## config.mk

```make
export PLATFORM = sky130hd
export DESIGN_NAME = flow_redirect_ctrl
export DESIGN_NICKNAME = d
export VERILOG_FILES = /design/src/rtl/flow_redirect_ctrl_pkg.sv /design/src/rtl/flow_redirect_ctrl_sat_cnt.sv /design/src/rtl/flow_redirect_ctrl.sv
export SDC_FILE = /design/constraint.sdc
export NUM_CORES = 1
export LEC_CHECK = 0
export CORE_MARGIN = 2
export CORE_UTILIZATION = 41
export DETAILED_ROUTE_END_ITERATION = 12
export PLACE_DENSITY = 0.8
export RECOVER_POWER = 50
export SYNTH_ARGS = -nofsm -noshare
export SYNTH_HDL_FRONTEND = slang
export SYNTH_SLANG_ARGS = --single-unit
```

## constraint.sdc

```tcl
create_clock -name clk -period 3.25 [get_ports clk]
set_input_delay 0.65 -clock clk [delete_from_list [all_inputs] [get_ports clk]]
set_output_delay 0.65 -clock clk [all_outputs]
set_load 0.02 [all_outputs]
```

## src/rtl/flow_redirect_ctrl_pkg.sv

```systemverilog
// Shared types and defaults for the flow redirect controller.
package flow_redirect_ctrl_pkg;

  typedef enum logic [1:0] {
    IDLE   = 2'd0,
    PEND   = 2'd1,
    SQUASH = 2'd2
  } flow_state_t;

  localparam int FLUSH_CYCLES_DEF = 2;

endpackage

```

## src/rtl/flow_redirect_ctrl_sat_cnt.sv

```systemverilog
// Saturating up-counter with synchronous clear; holds at all-ones instead of wrapping.
module sat_cnt #(
  parameter int W = 32
) (
  input  logic         clk,
  input  logic         rst,
  input  logic         inc,
  input  logic         clr,
  output logic [W-1:0] cnt
);

  always_ff @(posedge clk or posedge rst) begin
    if (rst) begin
      cnt <= '0;
    end else if (clr) begin
      cnt <= '0;
    end else if (inc && (cnt != {W{1'b1}})) begin
      cnt <= cnt + W'(1);
    end
  end

endmodule

```

## src/rtl/flow_redirect_ctrl.sv

```systemverilog
// Captures EX-stage redirects, offers them to fetch and squashes wrong-path stages.
// Optional statistics counters are built only when BR_STATS_EN is defined.
//
//   state  | meaning
//   IDLE   | no redirect outstanding; a flow_change is latched and flushed at once
//   PEND   | redirect offered to fetch, waiting for fetch_rdy
//   SQUASH | redirect accepted, flushing until wrong-path work has drained
module flow_redirect_ctrl
  import flow_redirect_ctrl_pkg::*;
#(
  parameter int FLUSH_CYCLES = FLUSH_CYCLES_DEF,
  parameter int CNT_W        = 32
) (
  input  logic             clk,
  input  logic             rst,
  input  logic             flow_change,
  input  logic [31:0]      br_addr,
  input  logic             fetch_rdy,
  output logic             redirect_vld,
  output logic [31:0]      redirect_pc,
  output logic             flush_ifid,
  output logic             flush_idex,
  output logic             busy,
  output logic [CNT_W-1:0] redirect_cnt,
  output logic [CNT_W-1:0] squash_cnt
);

  flow_state_t state, state_nxt;
  logic [31:0] sq_cnt, sq_cnt_nxt;
  logic [31:0] pc_nxt;
  logic        flush;

  always_ff @(posedge clk or posedge rst) begin
    if (rst) begin
      state       <= IDLE;
      sq_cnt      <= '0;
      redirect_pc <= '0;
    end else begin
      state       <= state_nxt;
      sq_cnt      <= sq_cnt_nxt;
      redirect_pc <= pc_nxt;
    end
  end

  always_comb begin
    state_nxt  = state;
    sq_cnt_nxt = sq_cnt;
    pc_nxt     = redirect_pc;
    flush      = 1'b0;
    unique case (state)
      IDLE: begin
        // Only flush that is not decoded from state; masked so reset drives it low.
        flush = flow_change & ~rst;
        if (flow_change) begin
          pc_nxt    = br_addr;
          state_nxt = PEND;
        end
      end
      PEND: begin
        flush = 1'b1;
        if (fetch_rdy) begin
          if (FLUSH_CYCLES == 1) begin
            state_nxt = IDLE;
          end else begin
            sq_cnt_nxt = 32'(FLUSH_CYCLES - 1);
            state_nxt  = SQUASH;
          end
        end
      end
      SQUASH: begin
        flush      = 1'b1;
        sq_cnt_nxt = sq_cnt - 32'd1;
        if (sq_cnt == 32'd1) begin
          state_nxt = IDLE;
        end
      end
      default: begin
        state_nxt = IDLE;
      end
    endcase
  end

  assign redirect_vld = (state == PEND);
  assign busy         = (state != IDLE);
  assign flush_ifid   = flush;
  assign flush_idex   = flush;

`ifdef BR_STATS_EN
  logic xfer;
  assign xfer = redirect_vld & fetch_rdy;

  sat_cnt #(.W(CNT_W)) u_redirect_cnt (
    .clk (clk),
    .rst (rst),
    .inc (xfer),
    .clr (1'b0),
    .cnt (redirect_cnt)
  );

  sat_cnt #(.W(CNT_W)) u_squash_cnt (
    .clk (clk),
    .rst (rst),
    .inc (flush_idex),
    .clr (1'b0),
    .cnt (squash_cnt)
  );
`else
  assign redirect_cnt = '0;
  assign squash_cnt   = '0;
`endif

endmodule

```

==> results.md <==
- Worst r2r src: state[0]
- Distinct cell type count after synthesis: 45
- Type of the worst min-delay path: register to register
- All-Layer GR Usage: 16.3%
- Layout fillers: 794
- Clock skew: 0.00949 ns
- 1st-iter DRT viols: 200
- Met1 Routed Length: 3210 µm
- Pwr/cell area: 1080 nW/µm²
- Crit. path cell count: 5
- Clock-pin slew on the worst setup and hold paths: 0.07 ns
- Design area: 4620 µm²
- TritonCTS clock tree: done
- Final Hold Fails: 0
- Bufs and invs on worst path: 3
- GR Overflow Total: 0
- Fin crit share: 85.3%
- Placed Area: 4370 µm²
- Worst-Skew Late Latency: 0.34 ns
- Worst setup startpoint: rst
- CP max stage delay: 0.62 ns
- Final ANT Viol Nets: 0
- Nets: 470
- Setup ws final: 0.479 ns
- FF-to-FF End: sq_cnt[25]
- DP HPWL: 5700 µm
- Routed wire length: 7850 µm
- Area Overhead vs Synth: 22.3%
- First-pass GRT wire length: 13000 µm
- Top cell family by delay on the critical path: buffers and inverters
- Crit path launch type: primary input
- DR WL met2: 4140 µm
- Setup TNS: 0 ns
- VDD IR-drop max: 0.564 mV
- Slew headroom: -8.98%
- Syn Inst Count: 353
- Post-synth EDFFs: 0
- Core area: 9060 µm²
- WP data required: 2.60 ns
- Syn avg cell area: 10.7 µm²
- Share of the synthesized area in the top cell type: 43.8%
- Postcts setup bufs: 0
- Max Cap Violations: 1
- Initial core utilization: 41.6%
- Routed vias: 2756
- Root Buffer: clkbuf_8
- Unrepaired setup endpoints after global routing: false
- Worst-path fanout max: 2
- I/O pin cnt: 136
- Slew @ Worst Pin: 1.63 ns
- Hold slack: 0.505 ns
- ANT cells: 0
- Fraction of layout cells with a size suffix above 1: 15.2%
- Critical Path Sink: flush_ifid
- Post-CTS Hold Buffers: 0
- Input/output buffers: 71
- Synth Cell Area: 3770 µm²
- Setup slack, reg-to-reg: 0.77 ns
- # H-tree levels: 3
- Ys async rst share: 100%
- Final critical-path required period: 2.77 ns
- Top layer in use: met4
- Ranking of synthesized cells by area: dfrtp_1, buf_4, mux2_2
- Failing checks: capacitance limit, slew limit
- Yosys top cell by area: dfrtp_1
- Die X: 100 µm
- Vias in the first global route: 2699
- Pre-CTS WS: 0.546 ns
- Wire length per cell: 14.4 µm
- Post-DR vias/cell: 5.07
- Site row count: 35
- Synthesis-stage register bit count: 66
- DR pass1 iterations: 4
- Crit path kind: primary input to primary output
- Peak Freq: 0.361 GHz
- Cts bufs inserted: 9
- Setup-failing EPs final: 0
- Sink Count: 66
- Crit path DAT: 2.12 ns
- YS warnings: 0
- Worst-case clock buffer depth: 2
- DR DRC count: 0
- Type of destination of the critical path: primary output
- Pin count of the biggest net entering global routing: 67
- Cell leakage power: 2.08 nW
- Met3 wire length: 323 µm
- Reg2reg path depth: 6
- Area of the multi-input gates: 1810 µm²
- Number of gates resized after CTS: 0
- DIE AREA: 9990 µm²
- Final Max Slew Viols: 67
- Initial antenna violation count: 0
- Die Height: 100 µm
- CP Cell Sequence: dlygate4sd3_1, clkinvlp_4, a31oi_1, nor2_1, clkdlybuf4s50_1
- Top cells by count, synth: buf_4, dfrtp_1, mux2_2
- Part of the Yosys area used for sequential elements: 43.8%
- Outcome: complete, but fails checks
- Worst path slowest cell: clkdlybuf4s50_1
- Synth Flop Type: dfrtp_1
- Storage cell area: 1650 µm²
- Final Wtd Congestion: 0.757
-- layer usage --
layer  GRT usage [%]  up-vias
li1                -     1295
met1            19.7     1354
met2            28.8       90
met3            3.13       17
met4            6.32        0
met5               0        -
-- flip-flops by register name (all words and copies together), names as in the netlist --
register	flops
state	2
redirect_pc	32
sq_cnt	32
-- cells in the final DEF (no fill, tap or decap), types with 2 or more instances in the layout --
cell / synthesis / final
a22o_1: 2 / 2
nor4_4: 4 / 4
nand2b_1: 10 / 10
a31oi_1: 3 / 3
clkbuf_8: 0 / 10
o41ai_1: 3 / 3
bufinv_16: 0 / 3
o311ai_0: 2 / 2
dlygate4sd3_1: 0 / 7
mux2_2: 33 / 32
dfrtp_1: 66 / 66
o31ai_1: 5 / 5
nand3_1: 8 / 8
nand4_2: 2 / 2
xor2_1: 8 / 8
conb_1: 1 / 64
clkdlybuf4s50_1: 0 / 64
or3_1: 9 / 9
nor4b_1: 2 / 2
nor4_2: 3 / 3
buf_4: 66 / 3
nand2_1: 16 / 16
or2_2: 2 / 2
a21oi_1: 11 / 11
o211ai_1: 3 / 3
or4_1: 5 / 5
o21ai_0: 6 / 6
nor4_1: 10 / 10
inv_1: 7 / 6
mux2i_1: 9 / 9
ha_1: 6 / 6
nor2_1: 20 / 20
nor3_1: 2 / 2
nand4_1: 9 / 9
-- stage by stage --
stage,total power (W),cells,util [%]
5_1_grt,0.00536,544,50.9
3_3_place_gp,0.00406,528,48.2
2_1_floorplan,0.00332,416,-
4_1_cts,0.00504,544,50.9
6_report,0.00500,544,50.9
3_5_place_dp,0.00415,528,48.2
-- cell families (layout without fill, tap and decap cells) --
group                      Yosys count  in the layout  share of synthesized area [%]
and+or+nand+nor                    110            110                           18.6
buffers and inverters               81             98                           14.7
DFF                                 66             66                           43.8
muxes                               42             42                           12.2
AOI/OAI and AO/OA                   38             38                           6.60
xor gates and xnor gates             9              9                           2.09
adders and majority gates            6              6                           1.99
other                                1             64                         0.0993
-- cell type report --
class	instances	area share [%]
Sequential cell	66	35.8
Inverter	7	0.651
Clock buffer	10	2.98
Tap cell	111	3.01
Timing Repair Buffer	75	16.0
Clock inverter	6	2.44
Multi-Input combinational cell	269	39.1
-- where the power goes --
part / internal, W / switching, W
clock: 0.000533 / 0.000325
sequential: 0.00118 / 0.000355
combinational: 0.00115 / 0.00145
total: 0.00287 / 0.00213
-- worst min path at each step --
stage / start / slack, ns / end / cells past startpoint
after floorplan: sq_cnt[31] / 0.51 / sq_cnt[31] / 2
after global placement: redirect_pc[18] / 0.49 / redirect_pc[18] / 1
after detailed placement: redirect_pc[9] / 0.49 / redirect_pc[9] / 1
after CTS: redirect_pc[15] / 0.51 / redirect_pc[15] / 1
after global routing: redirect_pc[15] / 0.52 / redirect_pc[15] / 1
final: redirect_pc[20] / 0.51 / redirect_pc[20] / 1
No activity file was read; power rests on OpenSTA's default activity.
